===== src/rtl/tl_pkg.sv =====
`default_nettype none
// ============================================================================
//  Module      : tl_pkg
//  Description : Shared types and constants for the intersection scheduler:
//                phase state encoding, lamp triple and road select values.
//                The FLASH state exists only when TL_FLASH_EN is defined.
//  Revision    : 1.0 - initial release
// ============================================================================
package tl_pkg;

    // Phase states of the scheduler FSM
    typedef enum logic [2:0] {
        ALLRED_A  = 3'd0,
        NS_GREEN  = 3'd1,
        NS_YELLOW = 3'd2,
        ALLRED_B  = 3'd3,
        EW_GREEN  = 3'd4,
        EW_YELLOW = 3'd5,
        PED_WALK  = 3'd6
`ifdef TL_FLASH_EN
        ,
        FLASH     = 3'd7
`endif
    } state_t;

    // One road's lamp set
    typedef struct packed {
        logic red;
        logic yellow;
        logic green;
    } lamp_t;

    // Road select values used by the walk-return flag
    localparam logic c_road_ns = 1'b0;
    localparam logic c_road_ew = 1'b1;

    // Safe default for a road: red only
    localparam lamp_t c_lamp_red = 3'b100;

    // Build a lamp triple from individual bits
    function automatic lamp_t lamp_set(input logic r, input logic y, input logic g);
        lamp_t l;
        l.red    = r;
        l.yellow = y;
        l.green  = g;
        return l;
    endfunction

endpackage
`default_nettype wire


===== src/rtl/phase_timer.sv =====
`default_nettype none
// ============================================================================
//  Module      : phase_timer
//  Description : Phase cycle counter. Cleared on request, otherwise counts up
//                each cycle and saturates at all-ones. Flags when the count
//                equals the supplied terminal value.
//  Revision    : 1.0 - initial release
// ============================================================================
module phase_timer #(
    parameter int CNT_W = 8
) (
    input  logic             clk,
    input  logic             reset,
    input  logic             clear,
    input  logic [CNT_W-1:0] term,
    output logic [CNT_W-1:0] cnt,
    output logic             done
);

    logic [CNT_W-1:0] r_cnt;

    // Count cycles in the current phase; restart on clear, hold at all-ones
    always_ff @(posedge clk or posedge reset) begin
        if (reset) begin
            r_cnt <= '0;
        end else if (clear) begin
            r_cnt <= '0;
        end else if (r_cnt != {CNT_W{1'b1}}) begin
            r_cnt <= r_cnt + CNT_W'(1);
        end
    end

    assign cnt  = r_cnt;
    assign done = (r_cnt == term);

endmodule
`default_nettype wire


===== src/rtl/intersection_scheduler.sv =====
`default_nettype none
// ============================================================================
//  Module      : intersection_scheduler
//  Description : Demand-driven phase scheduler for a two-road intersection
//                with a pedestrian walk phase. Greens extend while there is
//                no opposing demand and are cut once demand appears after
//                the minimum green. All lamp outputs are registered.
//                Optional feature macro: TL_FLASH_EN (flashing-yellow mode
//                selected by input flash_req).
//  Revision    : 1.0 - initial release
// ============================================================================
module intersection_scheduler
    import tl_pkg::*;
#(
    parameter int CNT_W     = 8,
    parameter int GREEN_MIN = 4,
    parameter int GREEN_MAX = 10,
    parameter int YELLOW_T  = 2,
    parameter int ALLRED_T  = 1,
    parameter int WALK_T    = 3
) (
    input  logic clk,
    input  logic reset,
    input  logic ns_car,
    input  logic ew_car,
    input  logic ped_req,
`ifdef TL_FLASH_EN
    input  logic flash_req,
`endif
    output logic ns_red,
    output logic ns_yellow,
    output logic ns_green,
    output logic ew_red,
    output logic ew_yellow,
    output logic ew_green,
    output logic walk,
    output logic ped_pending
);

    // Terminal counts (phase lengths minus one)
    localparam logic [CNT_W-1:0] c_green_min_m1 = CNT_W'(GREEN_MIN - 1);
    localparam logic [CNT_W-1:0] c_green_max_m1 = CNT_W'(GREEN_MAX - 1);
    localparam logic [CNT_W-1:0] c_yellow_m1    = CNT_W'(YELLOW_T - 1);
    localparam logic [CNT_W-1:0] c_allred_m1    = CNT_W'(ALLRED_T - 1);
    localparam logic [CNT_W-1:0] c_walk_m1      = CNT_W'(WALK_T - 1);

    // Reject timing parameters that are zero, inverted or do not fit the counter
    generate
        if (GREEN_MIN < 1 || GREEN_MAX < GREEN_MIN || YELLOW_T < 1 ||
            ALLRED_T < 1 || WALK_T < 1 || CNT_W < 1 || CNT_W > 30 ||
            GREEN_MAX > (1 << CNT_W) || YELLOW_T > (1 << CNT_W) ||
            ALLRED_T > (1 << CNT_W) || WALK_T > (1 << CNT_W)) begin : g_bad_params
            $error("intersection_scheduler: illegal timing parameters");
        end
    endgenerate

    state_t           r_state;
    state_t           w_state_next;
    logic             r_ped_pending;
    logic             w_ped_next;
    logic             r_walk_ret;
    logic             w_walk_ret_next;
    logic [CNT_W-1:0] w_cnt;
    logic [CNT_W-1:0] w_term;
    logic             w_done;
    logic             w_timer_clear;
    logic             w_green_cut_ns;
    logic             w_green_cut_ew;
    lamp_t            r_ns_lamp;
    lamp_t            r_ew_lamp;
    logic             r_walk;
    lamp_t            w_ns_lamp;
    lamp_t            w_ew_lamp;
    logic             w_walk;

    phase_timer #(
        .CNT_W (CNT_W)
    ) u_timer (
        .clk   (clk),
        .reset (reset),
        .clear (w_timer_clear),
        .term  (w_term),
        .cnt   (w_cnt),
        .done  (w_done)
    );

    // Early green cut: minimum served and the opposing side is asking
    assign w_green_cut_ns = (w_cnt >= c_green_min_m1) && (ew_car || r_ped_pending);
    assign w_green_cut_ew = (w_cnt >= c_green_min_m1) && (ns_car || r_ped_pending);

    // Select the terminal count for the current phase
    always_comb begin
        w_term = c_allred_m1;
        case (r_state)
            NS_GREEN, EW_GREEN:   w_term = c_green_max_m1;
            NS_YELLOW, EW_YELLOW: w_term = c_yellow_m1;
            PED_WALK:             w_term = c_walk_m1;
`ifdef TL_FLASH_EN
            FLASH:                w_term = c_yellow_m1;
`endif
            default:              w_term = c_allred_m1;
        endcase
    end

    // Next-state selection
    always_comb begin
        w_state_next = r_state;
        case (r_state)
            ALLRED_A:  if (w_done) w_state_next = r_ped_pending ? PED_WALK : NS_GREEN;
            NS_GREEN:  if (w_green_cut_ns || w_done) w_state_next = NS_YELLOW;
            NS_YELLOW: if (w_done) w_state_next = ALLRED_B;
            ALLRED_B:  if (w_done) w_state_next = r_ped_pending ? PED_WALK : EW_GREEN;
            EW_GREEN:  if (w_green_cut_ew || w_done) w_state_next = EW_YELLOW;
            EW_YELLOW: if (w_done) w_state_next = ALLRED_A;
            PED_WALK:  if (w_done) w_state_next = (r_walk_ret == c_road_ew) ? EW_GREEN : NS_GREEN;
`ifdef TL_FLASH_EN
            FLASH:     if (!flash_req) w_state_next = ALLRED_A;
`endif
            default:   w_state_next = ALLRED_A;
        endcase
`ifdef TL_FLASH_EN
        if (flash_req) w_state_next = FLASH;
`endif
    end

    // Pedestrian latch: cleared when the walk starts, a new press wins
    always_comb begin
        w_ped_next = r_ped_pending;
        if (w_state_next == PED_WALK && r_state != PED_WALK) w_ped_next = 1'b0;
        if (ped_req) w_ped_next = 1'b1;
    end

    // Remember which all-red fed the walk so the walk returns to that road
    always_comb begin
        w_walk_ret_next = r_walk_ret;
        if (w_state_next == PED_WALK && r_state == ALLRED_A) w_walk_ret_next = c_road_ns;
        if (w_state_next == PED_WALK && r_state == ALLRED_B) w_walk_ret_next = c_road_ew;
    end

`ifdef TL_FLASH_EN
    logic r_flash_on;
    logic w_flash_on_next;
    logic w_flash_toggle;

    assign w_flash_toggle = (r_state == FLASH) && (w_state_next == FLASH) && w_done;
    assign w_timer_clear  = (w_state_next != r_state) || w_flash_toggle;

    // Flash phase bit: lit on entry, inverted every YELLOW_T cycles
    always_comb begin
        w_flash_on_next = r_flash_on;
        if (w_state_next == FLASH && r_state != FLASH) w_flash_on_next = 1'b1;
        else if (w_flash_toggle)                       w_flash_on_next = ~r_flash_on;
    end

    // Flash phase register
    always_ff @(posedge clk or posedge reset) begin
        if (reset) r_flash_on <= 1'b0;
        else       r_flash_on <= w_flash_on_next;
    end
`else
    assign w_timer_clear = (w_state_next != r_state);
`endif

    // Lamp decode of the upcoming state so registered lamps track the state
    always_comb begin
        w_ns_lamp = c_lamp_red;
        w_ew_lamp = c_lamp_red;
        w_walk    = 1'b0;
        case (w_state_next)
            NS_GREEN:  w_ns_lamp = lamp_set(1'b0, 1'b0, 1'b1);
            NS_YELLOW: w_ns_lamp = lamp_set(1'b0, 1'b1, 1'b0);
            EW_GREEN:  w_ew_lamp = lamp_set(1'b0, 1'b0, 1'b1);
            EW_YELLOW: w_ew_lamp = lamp_set(1'b0, 1'b1, 1'b0);
            PED_WALK:  w_walk    = 1'b1;
`ifdef TL_FLASH_EN
            FLASH: begin
                w_ns_lamp = lamp_set(1'b0, w_flash_on_next, 1'b0);
                w_ew_lamp = lamp_set(1'b0, w_flash_on_next, 1'b0);
            end
`endif
            default: ;
        endcase
    end

    // State, latches and registered outputs
    always_ff @(posedge clk or posedge reset) begin
        if (reset) begin
            r_state       <= ALLRED_A;
            r_ped_pending <= 1'b0;
            r_walk_ret    <= c_road_ns;
            r_ns_lamp     <= c_lamp_red;
            r_ew_lamp     <= c_lamp_red;
            r_walk        <= 1'b0;
        end else begin
            r_state       <= w_state_next;
            r_ped_pending <= w_ped_next;
            r_walk_ret    <= w_walk_ret_next;
            r_ns_lamp     <= w_ns_lamp;
            r_ew_lamp     <= w_ew_lamp;
            r_walk        <= w_walk;
        end
    end

    assign ns_red      = r_ns_lamp.red;
    assign ns_yellow   = r_ns_lamp.yellow;
    assign ns_green    = r_ns_lamp.green;
    assign ew_red      = r_ew_lamp.red;
    assign ew_yellow   = r_ew_lamp.yellow;
    assign ew_green    = r_ew_lamp.green;
    assign walk        = r_walk;
    assign ped_pending = r_ped_pending;

endmodule
`default_nettype wire


===== config.mk =====
export PLATFORM = sky130hd
export DESIGN_NAME = intersection_scheduler
export DESIGN_NICKNAME = d
export VERILOG_FILES = /design/src/rtl/tl_pkg.sv /design/src/rtl/phase_timer.sv /design/src/rtl/intersection_scheduler.sv
export SDC_FILE = /design/constraint.sdc
export NUM_CORES = 1
export LEC_CHECK = 0
export CORE_MARGIN = 2
export CORE_UTILIZATION = 49
export DETAILED_ROUTE_END_ITERATION = 12
export PLACE_DENSITY_LB_ADDON = 0.15
export RECOVER_POWER = 100
export SLEW_MARGIN = 20
export SYNTH_ARGS = -nofsm -noshare
export SYNTH_HDL_FRONTEND = slang
export SYNTH_SLANG_ARGS = --single-unit

===== constraint.sdc =====
create_clock -name clk -period 2.3 [get_ports clk]
set_input_delay 0.23 -clock clk [delete_from_list [all_inputs] [get_ports clk]]
set_output_delay 0.23 -clock clk [all_outputs]
set_load 0.02 [all_outputs]

* Word level (Yosys, flattened, before mapping)
Index checks and enable logic that the tools add are counted.
Storage, ports and cells: register bits after elaboration 20, input port bits 5, output and inout bits 8, word-level logic and storage cells 64
Cells by class: add/subtract/negate cells 1, magnitude comparators 1, equality and inequality tests 15, mux-type cells 21, reductions and logical operators 15
Operators by type and width (count):
- 2-to-1 mux 3 bit | 9
- one-hot mux 3 bit (7 select lines) | 1
- == test 3 bit, second input constant | 6
- 2-to-1 mux 8 bit | 2
- one-hot mux 3 bit (2 select lines) | 2
- one-hot mux 4 bit (3 select lines) | 1
- == test 3 x 2 -> 1 bit, second input constant | 3
- adder 8 x 1 -> 8 bit, second input constant | 1
- == test 8 x 4 -> 1 bit | 1
- >= comparator 8 x 2 -> 1 bit, second input constant | 1
- inequality test 8 bit, second input constant | 1
- == test 3 x 1 -> 1 bit, second input constant | 2
- nonzero test 2 bit | 3
- logical AND 1 bit | 5
- 2-to-1 mux 1 bit | 5
- logical OR 1 bit | 4
- OR reduction 2 bit | 2
- zero test 3 bit | 1
- inequality test 3 bit | 1
- inequality test 3 bit, second input constant | 1
- 2-to-1 mux 2 bit | 1

* Logic depth before layout (Yosys ltp)
word-level depth 11, mapped depth 9, gate-level depth less buffers 8

* Modules after synthesis
Synthesis repeated with hierarchy kept, for this count alone.
Unflattened totals: cells, all modules 147, area total of the unflattened synthesis 1345.0 sq um
By module, submodules not included:
- intersection_scheduler | instances 1, cells each 82, area an instance 773.2 sq um, sequential area each 302.8 sq um
- phase_timer | instances 1, cells each 65, area an instance 571.8 sq um, sequential area each 200.2 sq um

* Worst setup path before layout
No wires, ideal clock.
kind register to register, start point register u_timer.r_cnt[2] (netlist: u_timer.cnt[2]), end point register u_timer.r_cnt[7] (netlist: u_timer.cnt[7]), setup time 111 ps, arrival 2221 ps, data required time 2189 ps, setup slack -33 ps, cell stages (with the launch flop) 9, buffers on the path 0, clock period less this slack 2333 ps, cells stage by stage dfrtp_1 nor4_2 nand2_1 or3_4 a21oi_4 a22oi_2 o221ai_4 xnor2_2 a2111oi_2
Between the ends: word-level cells in the longest chain between the ends 7, elaborated cells on any way between the ends 20, classes of those cells 1 x add/sub; 1 x order compare; 3 x eq/ne; 10 x mux; 5 x reduce/logical
RTL lines:
- start: declaration | RTL line phase_timer.sv:20 | logic [CNT_W-1:0] r_cnt;
- start signal: assignment | RTL line phase_timer.sv:29 | r_cnt <= r_cnt + CNT_W'(1);
- >= comparator 8 x 2 -> 1 bit | RTL line intersection_scheduler.sv:88, intersection_scheduler.sv:89
- logical AND 1 bit, on equally long branches | RTL line intersection_scheduler.sv:89, intersection_scheduler.sv:88
- logical OR 1 bit, on equally long branches | RTL line intersection_scheduler.sv:113, intersection_scheduler.sv:110
- 2-to-1 mux 3 bit, on equally long branches | RTL line intersection_scheduler.sv:113, intersection_scheduler.sv:110
- one-hot mux 3 bit (7 select lines) * | RTL line intersection_scheduler.sv:108 | case (r_state)
- named net w_state_next[0] | RTL line intersection_scheduler.sv:58 | state_t w_state_next;
- inequality test 3 bit * | RTL line intersection_scheduler.sv:161 | assign w_timer_clear = (w_state_next != r_state);
- 2-to-1 mux 8 bit / nonzero test 2 bit (equally long branches)
Mark *: on every way through the listed nets, which the timed path passes. The rest lies on a longest branch. The select of a mux whose other input is x is not followed. A chain may end at the register's enable or synchronous reset.

* Worst setup path after layout
start point register r_state[0], end point register r_ped_pending (netlist: ped_pending)
Between the ends: word-level cells in the longest chain between the ends 10, elaborated cells on any way between the ends 25, classes of those cells 9 x eq/ne; 9 x mux; 7 x reduce/logical
RTL lines:
- start: declaration | RTL line intersection_scheduler.sv:57 | state_t r_state;
- start signal: assignment | RTL line intersection_scheduler.sv:195 | r_state <= w_state_next;
- == test 3 bit (tied with other cells) | RTL line intersection_scheduler.sv:94, intersection_scheduler.sv:108
- OR reduction 2 bit | RTL line intersection_scheduler.sv:94 | case (r_state)
- one-hot mux 4 bit (3 select lines) | RTL line intersection_scheduler.sv:94
- == test 8 x 4 -> 1 bit | RTL line phase_timer.sv:34 | assign done = (r_cnt == term);
- logical OR 1 bit, on equally long branches | RTL line intersection_scheduler.sv:113, intersection_scheduler.sv:110
- 2-to-1 mux 3 bit, on equally long branches | RTL line intersection_scheduler.sv:113, intersection_scheduler.sv:110
- one-hot mux 3 bit (7 select lines) * | RTL line intersection_scheduler.sv:108
- named net w_state_next[2] | RTL line intersection_scheduler.sv:58
- == test 3 bit * | RTL line intersection_scheduler.sv:129 | if (w_state_next == PED_WALK && r_state != PED_WALK) w_ped_next = 1'b0;
- logical AND 1 bit * | RTL line intersection_scheduler.sv:129
- nonzero test 2 bit (no source line) *
- end signal: assignment | RTL line intersection_scheduler.sv:196 | r_ped_pending <= w_ped_next;
- end: declaration | RTL line intersection_scheduler.sv:59 | logic r_ped_pending;
Mark *: on every way through the listed nets, which the timed path passes. The rest lies on a longest branch.

==> impl_metrics.json <==
{
  "coreArea_um2": 2255,
  "grt_setup_unrepaired": "yes",
  "crit_buf_inv": 0,
  "antenna_cells": 0,
  "mappedNetlistNets": 123,
  "route.vias.total": 1044,
  "area_delta_synth_final_pct": 35.38,
  "synth_top_cell_area_share_pct": 38.14,
  "placed_area_um2": 1463,
  "clkLatencyLatePin_ns": 0.30,
  "timing.rr.end": "ped_pending",
  "first_global_vias": 1060,
  "timing.setup.critical_path_class": "reg -> reg",
  "clock_sink_count": 20,
  "tightestPinTransition_ns": 0.7348,
  "worst-r2r-cell-count": 8,
  "gp_congestion": 0.8321,
  "buffer_ports.inserted": 12,
  "cts_tree": "yes",
  "max_stage_delay_ns": 0.48,
  "ios": 13,
  "report.final.setup_viol": 15,
  "synth.area.mux_share_pct": 0.8475,
  "final_area_um2": 1599,
  "synth_top_family_by_area": "compound AO/OA/AOI/OAI gates",
  "cts.reportedPaths.clkPinSlew_ns": 0.12,
  "hold_viol": 0,
  "vias_per_cell": 5.865,
  "max_cap_violations": 0,
  "multiInputGateArea_um2": 716.9,
  "finalMaxSlewViolations": 0,
  "worstPathArrival_ns": 2.61,
  "clock_tree.root_cell": "clkbuf_4",
  "post_synth_inst_count": 117,
  "final_antenna_net_count": 0,
  "required_ns": 2.50,
  "yosysWarnings": 0,
  "num-fill-cells": 176,
  "ys_ff_latch": 20,
  "drc": 0,
  "antenna_found_initial": 0,
  "post_synth_xor_area_fraction_pct": 7.309,
  "synth-seq-area-share_pct": 42.58,
  "ir_drop_mv": 1.425,
  "synth_top_flop_cell": "dfrtp_1",
  "fp-row-count": 17,
  "crit_slowest_cell": "dfrtp_1",
  "synth_compound_area_share_pct": 22.99,
  "relative_max_transition_margin_pct": 50.96,
  "clock_path_buffers": 2,
  "rrSetupSlack_ns": -0.11,
  "startpoint_type": "flop",
  "synth_fa_ha_area_share_pct": 1.059,
  "total_leakage_power_nw": 0.6694,
  "max_clock_freq_ghz": 0.4142,
  "routed_wirelength_mm": 2.856,
  "grt_max_degree": 21,
  "syn_area_per_cell_um2": 10.10,
  "yosys.area_share.simple_pct": 21.93,
  "synthesis.area_um2": 1181,
  "synth_enable_flop_cells": 0,
  "timing.critical_path.max_delay_family": "simple AND/OR/NAND/NOR gates",
  "synth_cell_type_count": 45,
  "yosys-top-cells-area": "dfrtp_1, dfstp_2, a2111oi_2",
  "synth-async-reset-ratio_pct": 100.0,
  "sequential_cell_area_um2": 503.0,
  "power.density_nw_per_um2": 1562,
  "layout_worst_path_cycle_share_pct": 105.0,
  "globalRouteOverflowTotal": 0,
  "timing.final.crit_period_ns": 2.414,
  "grt_pass1_wl_mm": 4.754,
  "run_status": "finished with violations",
  "clock-skew-final_ns": 0.006123,
  "dieArea_um2": 2819,
  "average_wire_per_standard_cell_um": 16.04,
  "initial_utilization_pct": 52.39,
  "num-nets-final": 157,
  "violations": "negative setup slack",
  "finalCoreUtilization_pct": 70.92,
  "synth_largest_area_cell": "dfrtp_1",
  "htree_levels": 1,
  "die_height_um": 53.10,
  "dp.final_hpwl_mm": 2.086,
  "detail_route.first_pass.iterations": 4,
  "share_of_layout_cells_above_drive_strength_1_pct": 30.00,
  "post-route-worst-setup-slack_ns": -0.1142,
  "grt.total_usage_pct": 23.54,
  "drt_iter0_drc": 42,
  "critical_path_peak_fanout": 7,
  "setup_crit_end_kind": "flop",
  "r2r-start": "r_state[0]",
  "die_width_um": 53.10,
  "hold_class": "in -> async",
  "tritoncts.num_buffers": 3,
  "cp_cell_sequence": "nor2_1 > xnor2_1 > or3_4 > a21oi_4 > nor3b_1 > a211o_1 > nand4b_1 > a21o_1"
}
## cell usage after synthesis (2+ instances only)
library cell	n
nor3_1	8
nor2b_1	3
and3_1	2
dfstp_2	2
a21oi_1	2
o22ai_1	3
a2bb2oi_1	3
nand3_1	6
xor2_1	3
nor3b_1	2
a211o_1	2
xnor2_1	5
a31oi_1	2
o21ai_1	2
a2111oi_2	3
o21ai_0	3
clkbuf_1	3
nand2_1	7
inv_1	3
dfrtp_1	18
nor2_1	9
nand2b_1	3
## how the worst max path moves through the flow
stage,slack [ns],endpoint,from,depth (start not counted)
after detailed placement,-0.14,ped_pending,u_timer.cnt[2],8
after global placement,-0.1,ped_pending,u_timer.cnt[2],8
after global routing,-0.22,ped_pending,r_state[0],8
after floorplan,-0.02,ped_pending,u_timer.cnt[2],8
final,-0.11,ped_pending,r_state[0],8
after CTS,-0.08,ped_pending,u_timer.cnt[7],9
## logic make-up (layout without fill, tap and decap cells)
kind of cell	Yosys count	after routing
AND/OR/NAND/NOR	47	47
AO/OA/AOI/OAI	30	30
flip-flops	20	20
XOR/XNOR	9	9
buffers and inverters	9	42
adder cells (fa/ha/maj)	1	1
multiplexers	1	1
## metal layers
layer / wire length (um) / vias to the layer above / share of wire, % / track usage, %
met4: 17 / 0 / 0.60 / 11.11
met3: 137 / 2 / 4.8 / 3.107
met1: 1273 / 516 / 45 / 31.99
met5: 0 / - / 0 / 0
li1: - / 497 / - / -
met2: 1428 / 29 / 50 / 37.08
## layout make-up
class | count | share of cell area [%]
flip-flops and latches | 20 | 31.46
well taps | 28 | 2.191
multi-input cells | 88 | 44.84
clock buffers | 4 | 2.269
repair buffers | 34 | 18.31
inverters | 4 | 0.9390
## registers in the layout (all words and copies together) (netlist names)
register	flops
ew_yellow	1
ew_red	1
u_timer.cnt	8
ns_yellow	1
ew_green	1
ns_green	1
walk	1
r_state	3
r_walk_ret	1
ped_pending	1
ns_red	1
## cell usage in the layout, fill, tap and decap left out, drive strengths merged, types with 3 or more instances in the layout
cell,n
dlygate4sd3,9
dfrtp,18
xnor2,6
nor3,8
o22ai,3
buf,22
nand2b,3
nand2,7
nor2,9
o21ai,6
clkbuf,4
nand3,6
xor2,3
a2111oi,3
nor2b,3
a21oi,4
clkdlybuf4s50,3
a2bb2oi,3
inv,4
## timing repair
item | CTS | global route
buffers inserted | 2 | 2
pin swaps | 7 | 9
endpoints found under the setup margin | 15 | 16
endpoints found under the hold margin | 0 | 0
hold buffers | 0 | 0
resized for setup | 5 | 5
## power breakdown
part / internal (mW) / switching, mW
logic: 0.845 / 0.882
clock network: 0.0965 / 0.110
registers: 0.468 / 0.0958
total: 1.41 / 1.09
## per-stage QoR
stage	hold slack [ns]	power, mW	setup TNS [ns]	instances	setup WS [ns]
floorplan	0.1923	1.599	-0.03997	117	-0.01513
global placement	0.5305	2.036	-0.1108	170	-0.09935
detailed placement	0.5592	2.081	-0.5035	170	-0.1361
CTS	0.3646	2.404	-0.4591	176	-0.07620
global route	0.5140	2.663	-2.670	178	-0.2245
finish	0.4717	2.497	-0.6884	178	-0.1142
(Power assumes the default switching activity.)
